===== src/rtl/kbd_host_seq.sv =====
// PS/2 host-to-keyboard command sequencer: arbitrates reset/LED requests,
// clocks command bytes out on the open-collector lines and decodes the replies.
module kbd_host_seq #(
    parameter int INHIBIT_CYC = 4200,
    parameter int TIMEOUT_CYC = 840000,
    parameter int BAT_CYC     = 21000000,
    parameter int MAX_RETRY   = 3
) (
    input  logic       CLK42,
    input  logic       RST,
    input  logic       KBD_CC,
    input  logic       KBD_DD,
    output logic       KBD_CC_OE,
    output logic       KBD_DD_OE,
    input  logic       REQ_RST,
    input  logic       REQ_LED,
    input  logic [2:0] LED_VAL,
    output logic       RX_HOLD,
    output logic       BUSY,
    output logic       DONE,
    output logic       ERR,
    output logic       BAT_OK
);

    localparam int TMO_MAX = (BAT_CYC > TIMEOUT_CYC) ? BAT_CYC : TIMEOUT_CYC;
    localparam int TW = $clog2(TMO_MAX + 1);
    localparam int IW = $clog2(INHIBIT_CYC + 1);
    localparam int RW = $clog2(MAX_RETRY + 2);

    typedef enum logic [2:0] {
        S_IDLE, S_INHIBIT, S_START, S_TX, S_ACK, S_RX, S_DECODE
    } state_t;

    typedef enum logic [1:0] {B_RST, B_CMD, B_LED} byte_t;

    state_t          state;
    byte_t           stage;
    logic            pend_rst, pend_led;
    logic            bat_phase;
    logic [RW-1:0]   retry_cnt;
    logic [IW-1:0]   inh_cnt;
    logic [TW-1:0]   tmo_cnt;
    logic [3:0]      tx_cnt, rx_cnt;
    logic [7:0]      tx_byte;
    logic [10:0]     rx_sh;

    logic cc_p0, cc_p1, cc_p2, dd_p0, dd_p1;
    logic fall;
    logic tmo_zero, give_up;
    logic retry_ev, fatal_ev;
    logic rx_ok, accept_fa, accept_aa, load_led;
    logic [7:0] rx_byte;
    logic [TW-1:0] tmo_reload;

    function automatic logic odd_par(input logic [7:0] b);
        return ~^b;
    endfunction

    function automatic logic frame_ok(input logic [10:0] f);
        return ~f[0] & f[10] & (^f[9:1]);
    endfunction

    // stage p0/p1: line synchronizers, p2: previous clock for edge detect
    always_ff @(posedge CLK42 or posedge RST) begin
        if (RST) begin
            cc_p0 <= 1'b1;
            cc_p1 <= 1'b1;
            cc_p2 <= 1'b1;
            dd_p0 <= 1'b1;
            dd_p1 <= 1'b1;
        end else begin
            cc_p0 <= KBD_CC;
            cc_p1 <= cc_p0;
            cc_p2 <= cc_p1;
            dd_p0 <= KBD_DD;
            dd_p1 <= dd_p0;
        end
    end

    assign fall       = cc_p2 & ~cc_p1;
    assign tmo_zero   = (tmo_cnt == '0);
    assign give_up    = (retry_cnt >= RW'(MAX_RETRY));
    assign rx_byte    = rx_sh[8:1];
    assign rx_ok      = frame_ok(rx_sh);
    assign accept_fa  = (state == S_DECODE) & rx_ok & (rx_byte == 8'hFA) & ~bat_phase;
    assign accept_aa  = (state == S_DECODE) & rx_ok & (rx_byte == 8'hAA) & bat_phase;
    assign load_led   = accept_fa & (stage == B_CMD);
    assign tmo_reload = bat_phase ? TW'(BAT_CYC - 1) : TW'(TIMEOUT_CYC - 1);

    assign RX_HOLD = (state != S_IDLE);
    assign BUSY    = (state != S_IDLE) | pend_rst | pend_led;

    // Failure classification: retry_ev resends the current byte, fatal_ev abandons.
    always_comb begin
        retry_ev = 1'b0;
        fatal_ev = 1'b0;
        case (state)
            S_START, S_TX: retry_ev = ~fall & tmo_zero;
            S_ACK:         retry_ev = fall ? dd_p1 : tmo_zero;
            S_RX: begin
                if (~fall & tmo_zero) begin
                    if (bat_phase) fatal_ev = 1'b1;
                    else           retry_ev = 1'b1;
                end
            end
            S_DECODE: begin
                if (bat_phase && rx_ok && rx_byte == 8'hFC) fatal_ev = 1'b1;
                else if (!accept_fa && !accept_aa)          retry_ev = 1'b1;
            end
            default: ;
        endcase
    end

    always_ff @(posedge CLK42) begin
        if (state == S_RX && fall)
            rx_sh <= {dd_p1, rx_sh[10:1]};
        if (state == S_IDLE)
            tx_byte <= (pend_rst | REQ_RST) ? 8'hFF : 8'hED;
        else if (load_led)
            tx_byte <= {5'b0, LED_VAL};
    end

    always_ff @(posedge CLK42 or posedge RST) begin
        if (RST) begin
            state     <= S_IDLE;
            stage     <= B_RST;
            KBD_CC_OE <= 1'b0;
            KBD_DD_OE <= 1'b0;
            DONE      <= 1'b0;
            ERR       <= 1'b0;
            BAT_OK    <= 1'b0;
            pend_rst  <= 1'b0;
            pend_led  <= 1'b0;
            bat_phase <= 1'b0;
            retry_cnt <= '0;
            inh_cnt   <= '0;
            tmo_cnt   <= '0;
            tx_cnt    <= '0;
            rx_cnt    <= '0;
        end else begin
            DONE     <= 1'b0;
            ERR      <= 1'b0;
            pend_rst <= pend_rst | REQ_RST;
            pend_led <= pend_led | REQ_LED;
            if (fatal_ev || (retry_ev && give_up)) begin
                state     <= S_IDLE;
                ERR       <= 1'b1;
                KBD_CC_OE <= 1'b0;
                KBD_DD_OE <= 1'b0;
                bat_phase <= 1'b0;
            end else if (retry_ev) begin
                retry_cnt <= retry_cnt + RW'(1);
                state     <= S_INHIBIT;
                KBD_CC_OE <= 1'b1;
                KBD_DD_OE <= 1'b0;
                inh_cnt   <= IW'(INHIBIT_CYC - 1);
                bat_phase <= 1'b0;
            end else begin
                case (state)
                    S_IDLE: begin
                        if (pend_rst || REQ_RST || pend_led || REQ_LED) begin
                            if (pend_rst || REQ_RST) begin
                                pend_rst <= 1'b0;
                                stage    <= B_RST;
                                BAT_OK   <= 1'b0;
                            end else begin
                                pend_led <= 1'b0;
                                stage    <= B_CMD;
                            end
                            retry_cnt <= '0;
                            state     <= S_INHIBIT;
                            KBD_CC_OE <= 1'b1;
                            KBD_DD_OE <= 1'b0;
                            inh_cnt   <= IW'(INHIBIT_CYC - 1);
                            bat_phase <= 1'b0;
                        end
                    end
                    S_INHIBIT: begin
                        if (inh_cnt == '0) begin
                            state     <= S_START;
                            KBD_CC_OE <= 1'b0;
                            KBD_DD_OE <= 1'b1;
                            tmo_cnt   <= TW'(TIMEOUT_CYC - 1);
                        end else begin
                            inh_cnt <= inh_cnt - IW'(1);
                        end
                    end
                    S_START: begin
                        if (fall) begin
                            state     <= S_TX;
                            KBD_DD_OE <= ~tx_byte[0];
                            tx_cnt    <= 4'd1;
                            tmo_cnt   <= tmo_reload;
                        end else begin
                            tmo_cnt <= tmo_cnt - TW'(1);
                        end
                    end
                    S_TX: begin
                        if (fall) begin
                            tmo_cnt <= tmo_reload;
                            tx_cnt  <= tx_cnt + 4'd1;
                            if (tx_cnt == 4'd9) begin
                                KBD_DD_OE <= 1'b0;
                                state     <= S_ACK;
                            end else if (tx_cnt == 4'd8) begin
                                KBD_DD_OE <= ~odd_par(tx_byte);
                            end else begin
                                KBD_DD_OE <= ~tx_byte[tx_cnt[2:0]];
                            end
                        end else begin
                            tmo_cnt <= tmo_cnt - TW'(1);
                        end
                    end
                    S_ACK: begin
                        if (fall) begin
                            state   <= S_RX;
                            rx_cnt  <= 4'd0;
                            tmo_cnt <= tmo_reload;
                        end else begin
                            tmo_cnt <= tmo_cnt - TW'(1);
                        end
                    end
                    S_RX: begin
                        if (fall) begin
                            tmo_cnt <= tmo_reload;
                            rx_cnt  <= rx_cnt + 4'd1;
                            if (rx_cnt == 4'd10)
                                state <= S_DECODE;
                        end else begin
                            tmo_cnt <= tmo_cnt - TW'(1);
                        end
                    end
                    S_DECODE: begin
                        if (accept_fa) begin
                            case (stage)
                                B_CMD: begin
                                    stage     <= B_LED;
                                    retry_cnt <= '0;
                                    state     <= S_INHIBIT;
                                    KBD_CC_OE <= 1'b1;
                                    KBD_DD_OE <= 1'b0;
                                    inh_cnt   <= IW'(INHIBIT_CYC - 1);
                                end
                                B_LED: begin
                                    state <= S_IDLE;
                                    DONE  <= 1'b1;
                                end
                                default: begin
                                    bat_phase <= 1'b1;
                                    state     <= S_RX;
                                    rx_cnt    <= 4'd0;
                                    tmo_cnt   <= TW'(BAT_CYC - 1);
                                end
                            endcase
                        end else if (accept_aa) begin
                            BAT_OK    <= 1'b1;
                            DONE      <= 1'b1;
                            bat_phase <= 1'b0;
                            state     <= S_IDLE;
                        end
                    end
                    default: state <= S_IDLE;
                endcase
            end
        end
    end

endmodule


===== config.mk =====
export PLATFORM = sky130hd
export DESIGN_NAME = kbd_host_seq
export DESIGN_NICKNAME = d
export VERILOG_FILES = /design/src/rtl/kbd_host_seq.sv
export SDC_FILE = /design/constraint.sdc
export NUM_CORES = 1
export LEC_CHECK = 0
export ABC_CLOCK_PERIOD_IN_PS = 3500
export CORE_ASPECT_RATIO = 1.75
export CORE_UTILIZATION = 40
export DETAILED_ROUTE_END_ITERATION = 16
export HOLD_SLACK_MARGIN = 0.15
export SYNTH_ARGS = -nofsm -noshare
export SYNTH_HDL_FRONTEND = slang
export SYNTH_SLANG_ARGS = --single-unit

===== constraint.sdc =====
create_clock -name CLK42 -period 3.5 [get_ports CLK42]
set_input_delay 0.525 -clock CLK42 [delete_from_list [all_inputs] [get_ports CLK42]]
set_output_delay 0.525 -clock CLK42 [all_outputs]
set_load 0.01 [all_outputs]

; Yosys cells after proc, flatten, opt, wreduce, memory -nomap -nowiden
; Index checks and enable logic that the tools add are counted.
[op_classes]
bitwise_logic = 23
shift = 0
order_cmp = 2
n_mux = 105
multipliers = 0
n_eq_ne = 42
add_sub_neg = 5
n_div = 0
n_reduce_logical = 41
[op_table]
columns = cell, n
row1 = $mux W25, 5
row2 = $pmux W25 S3, 1
row3 = $mux W13, 5
row4 = $mux W1, 52
row5 = $mux W3, 16
row6 = $pmux W13 S3, 1
row7 = $logic_not A25 Y1, 1
row8 = $sub A25 B1 Y25 const B, 1
row9 = $eq A8 B8 Y1 const B, 3
row10 = $mux W4, 6
row11 = $pmux W3 S7, 1
row12 = $reduce_and A7 Y1, 3
row13 = $ne A4 B4 Y1 const B, 5
row14 = $ne A2 B2 Y1 const B, 9
row15 = $reduce_and A6 Y1, 3
row16 = $mux W8, 2
row17 = $reduce_and A5 Y1, 3
row18 = $logic_not A13 Y1, 1
row19 = $sub A13 B1 Y13 const B, 1
row20 = $eq A4 B4 Y1 const B, 3
row21 = $ne A4 B2 Y1 const B, 3
row22 = $pmux W3 S2, 2
row23 = $pmux W4 S3, 1
row24 = $reduce_bool A3 Y1, 4
row25 = other kinds (40), 86
[totals]
latch_bits = 0
mem_bits_rw = 0
regBits = 86
word_cells = 240
in_bits = 9
memories = 0
rom_bits = 0

; Depth between registers and ports, before layout
[depth]
word_depth = 15
depth_mapped = 12

; Least setup slack after synthesis
; No wires, ideal clock.
[synth_timing]
path_kind = flip-flop to flip-flop
startpoint = register inh_cnt[0]
endpoint = register tmo_cnt[12]
setup_ps = 137
arrival_ps = 2689
stages_incl_launch_ff = 12
t_required_ps = 3363
slack_ps = 674
path_buffers = 3
path_cell_list = dfrtp_1 inv_1 ha_1 or3b_1 buf_2 or4b_4 buf_6 o21a_4 or3_1 buf_6 o31ai_2 o31ai_1
[synth_between]
elab_chain_len = 3
[synth_lines]
columns = item, line
row1 = start: declaration, 41  ; logic [IW-1:0] inh_cnt;
row2 = start signal: assignment, 156  ; inh_cnt <= IW'(INHIBIT_CYC - 1);
row3 = start signal: assignment, 174  ; inh_cnt <= IW'(INHIBIT_CYC - 1);
row4 = start signal: assignment, 185  ; inh_cnt <= inh_cnt - IW'(1);
row5 = $logic_not A13 Y1, 179  ; if (inh_cnt == '0) begin
row6 = $ne A2 B2 Y1 (no line), -
row7 = $reduce_and A6 Y1 (no line), -
row8 = end signal: assignment, 183  ; tmo_cnt <= TW'(TIMEOUT_CYC - 1);
row9 = end signal: assignment, 193  ; tmo_cnt <= tmo_reload;
row10 = end signal: assignment, 195  ; tmo_cnt <= tmo_cnt - TW'(1);
row11 = end: declaration, 42  ; logic [TW-1:0] tmo_cnt;
; No other way between the ends.
; A chain may end at the register's enable or synchronous reset.

; Worst setup path in the final report
[layout_timing]
startpoint = register rx_sh[3]
endpoint = register tmo_cnt[12]
[layout_between]
elab_chain_len = 14
[layout_lines]
columns = item, line
row1 = start: declaration, 45  ; logic [10:0] rx_sh;
row2 = start signal: assignment, 116  ; rx_sh <= {dd_p1, rx_sh[10:1]};
row3 = $reduce_xor A9 Y1, 60  ; return ~f[0] & f[10] & (^f[9:1]);
row4 = $and A1 B1 Y1, 60
row5 = $and A1 B1 Y1, "85, 86"
row6 = $and A1 B1 Y1 (on tied branches) (2 in a row), "85, 86"
row7 = $logic_not A1 Y1, 108  ; else if (!accept_fa && !accept_aa) retry_ev = 1'b1;
row8 = $logic_and A1 B1 Y1, 108
row9 = $mux W1, 108
row10 = $mux W1, 107  ; if (bat_phase && rx_ok && rx_byte == 8'hFC) fatal_ev = 1'b1;
row11 = $pmux W1 S4, 97  ; case (state)
row12 = $logic_and A1 B1 Y1, 145  ; if (fatal_ev || (retry_ev && give_up)) begin
row13 = $logic_or A1 B1 Y1, 145
row14 = $not A1 Y1 (no line), -
row15 = $reduce_and A6 Y1 (no line) *, -
; Mark *: on every way between the ends. The rest lies on a longest branch, timed or not.

==> results.py <==
metrics = {
    "power": {
        "pwr_density_cell_nw_per_um2": 810,
        "power.ir.vdd_worst_mv": 0.368,
        "power.static_leakage_nw": 2.28,
    },
    "sta": {
        "max_freq_mhz": 317,
        "actual_slew_at_the_worst_max_slew_pin_ps": 646,
        "layout_worst_path_cycle_share_pct": 90.1,
        "finalSetupViolations": 0,
        "timing.final.max_slew_violations": 0,
        "total_count_of_hold_check_failures_in_the_final_report": 0,
        "max_slew_margin_pct": 56.6,
        "grt_setup_unrepaired": "no",
        "setup_tns_ps": 0,
        "fin_skew_ps": 7.74,
        "timing.final.crit_period_ps": 3150,
    },
    "yosys": {
        "synth_top_area_share_pct": 31.8,
        "postSynthNetCount": 538,
        "asyncSetResetFlopFracSynth_pct": 79.8,
        "netlist-cell-type-count": 72,
        "synth.most_common_cell": "dfrtp_1",
        "synthesis.area_sq_um": 4880,
        "synth_area_leader_cell": "dfrtp_1",
        "sequential_fraction_of_the_synthesis_area_pct": 44.9,
        "synth_area_leaders": "dfrtp_1 32%, edfxtp_1 10%, ha_1 5.4%",
        "synth_enable_flop_cells": 17,
        "yosys_most_used_dff": "dfrtp_1",
        "postSynthRegisterBits": 84,
        "postSynthAreaPerCell_sq_um": 9.61,
        "netlist_top_cells_count": "62 x dfrtp_1, 46 x nor2_1, 45 x nand2_1, 24 x a31oi_1, 24 x o21ai_0",
        "synth.yosys.warnings": 0,
        "synthesis.instances": 508,
    },
    "final_layout": {
        "layout-area-overhead-vs-synth_pct": 13.4,
        "antenna-diode-count": 0,
        "final_cell_count_no_fill": 675,
        "design.final.nets": 563,
        "post_route_cells_drive_above_1_share_pct": 12.1,
        "finish.utilization_pct": 46.4,
    },
    "global_route": {
        "grt_antenna_before_repair": 0,
        "grt-ovfl-total": 0,
        "grt_first_pass_wirelength_microns": 20400,
        "grt_pass1_vias": 4157,
        "gr-usage-all-layers_pct": 20.8,
        "grt_start_max_net_pins": 32,
    },
    "clock_tree": {
        "htree_levels": 3,
        "clock_tree_from_tritoncts": "done",
        "ctsLongestPathBuffers": 2,
        "cts_sinks": 84,
        "clk_latency_ps": 350,
        "root_buf_cell": "clkbuf_16",
        "resized_after_cts": 0,
        "cts_made_buffers": 9,
        "holdBufCountCts": 0,
        "clk_pin_slew_worst_paths_ps": 60,
        "cts.repair_timing.setup_buffer_count": 0,
    },
    "flow_run": {
        "cap_viol_max_count": 0,
    },
    "drt": {
        "first_iter_violations": 222,
        "wl_per_cell_microns": 17.8,
        "per_cell_via_count_in_the_routed_design": 6.00,
        "antenna_violating_nets_post_route": 0,
        "drt_wl_total_microns": 12000,
        "drc": 0,
        "met2RoutedLength_microns": 6410,
        "route.top_layer_used": "met4",
        "met3_length_microns": 303,
        "first_pass_iters": 4,
        "met1_wire_length_microns": 4710,
        "vias": 4048,
    },
    "place": {
        "place_inst": 659,
        "io_buffer_count": 15,
        "globalplace.congestion": 0.910,
        "placed_wire_length_estimate_microns": 8940,
    },
    "floorplan": {
        "rows": 53,
        "initial_core_util_pct": 40.9,
        "dieHeight_microns": 148,
        "io_pins": 16,
        "die_extent_in_x_microns": 85.5,
        "coreArea_sq_um": 11900,
        "floorplan.die_area_sq_um": 12700,
    },
    "critical_path": {
        "path_depth": 9,
        "cpPeakStageDelay_ps": 620,
        "type_of_element_launching_the_critical_path": "flip-flop",
        "timing.setup.critical_path_class": "reg -> reg",
        "cpMaxStageDelayCell": "or3_1",
        "crit_arrival_ps": 3360,
        "critical-path-top-delay-family": "simple AND/OR/NAND/NOR gates",
        "critical_path.endpoint_type": "flip-flop",
        "path_cells": "inv_1, ha_1, xnor3_1, xnor2_1, and3_1, a21oi_1, or3_1, o31ai_2, o31ai_1",
        "critPathMaxFanout": 7,
        "reg2reg_depth": 9,
        "critPathBufInv": 1,
        "worst-endpoint-required_ps": 3710,
    },
    "hold_path": {
        "hold_class": "reg -> reg",
        "min_path_cells": 0,
    },
    "run_status": {
        "run_status": "finished clean",
    },
}
==> cell families after synthesis <==
| group | Yosys count | synth area share (%) |
|---|---|---|
| AOI/OAI and AO/OA | 146 | 20.7 |
| xor gates and xnor gates | 8 | 1.72 |
| adders and majority gates | 21 | 5.38 |
| buffers and inverters | 43 | 3.84 |
| DFF | 84 | 44.9 |
| muxes | 6 | 1.54 |
| and+or+nand+nor | 200 | 21.9 |
==> where the power goes <==
group	switching, mW	internal, mW
clock network	0.411	0.484
registers	0.268	1.26
logic	1.23	0.832
==> metrics by stage <==
stage	area [sq um]	total power, mW	setup WS [ps]	hold slack (ps)
final	5540	4.49	345	356
after global routing	5540	4.84	97.8	359
after CTS	5540	4.52	315	356
after detailed placement	5260	3.62	325	347
after global placement	5260	3.56	421	346
after floorplan	4880	2.99	674	345
==> layout by cell type, fill, tap and decap left out, types with 15 or more instances in the layout <==
cell / n
nand2_1: 45
nand3_1: 19
ha_1: 21
nor2_1: 46
clkdlybuf4s50_1: 15
inv_1: 21
buf_4: 19
o21ai_0: 24
a21oi_1: 21
dfrtp_1: 62
edfxtp_1: 17
a31oi_1: 24
==> layer usage <==
metal | track usage, % | vias up
li1 | - | 1934
met1 | 22.7 | 1992
met2 | 37.5 | 87
met3 | 3.55 | 35
met4 | 11.8 | 0
met5 | 0 | -
==> final cells by class <==
type | count | area (sq um)
fillers | 1163 | 6400
inverters | 22 | 82.6
repair buffers | 35 | 313
clock inverters | 7 | 51.3
well taps | 137 | 171
flip-flops and latches | 84 | 2190
multi-input cells | 381 | 2500
clock buffers | 9 | 225
==> state kept, by name (all words and copies together) (netlist names), 2 cells and up <==
name / cells
inh_cnt: 13
retry_cnt: 3
rx_cnt: 4
tx_byte: 6
stage: 2
rx_sh: 11
tmo_cnt: 25
tx_cnt: 4
state: 3
==> path summary, 6_finish.rpt <==
kind                       slack [ps]          end      from
setup / recovery                  350  tmo_cnt[12]  rx_sh[3]
hold / removal                    360        cc_p1     cc_p0
setup reg to reg                  350  tmo_cnt[12]  rx_sh[3]
hold reg to reg                   360        cc_p1     cc_p0
max in group asynchronous        2410   inh_cnt[4]       RST
min in group asynchronous         450  tmo_cnt[16]       RST
No activity file was read; power rests on OpenSTA's default activity.
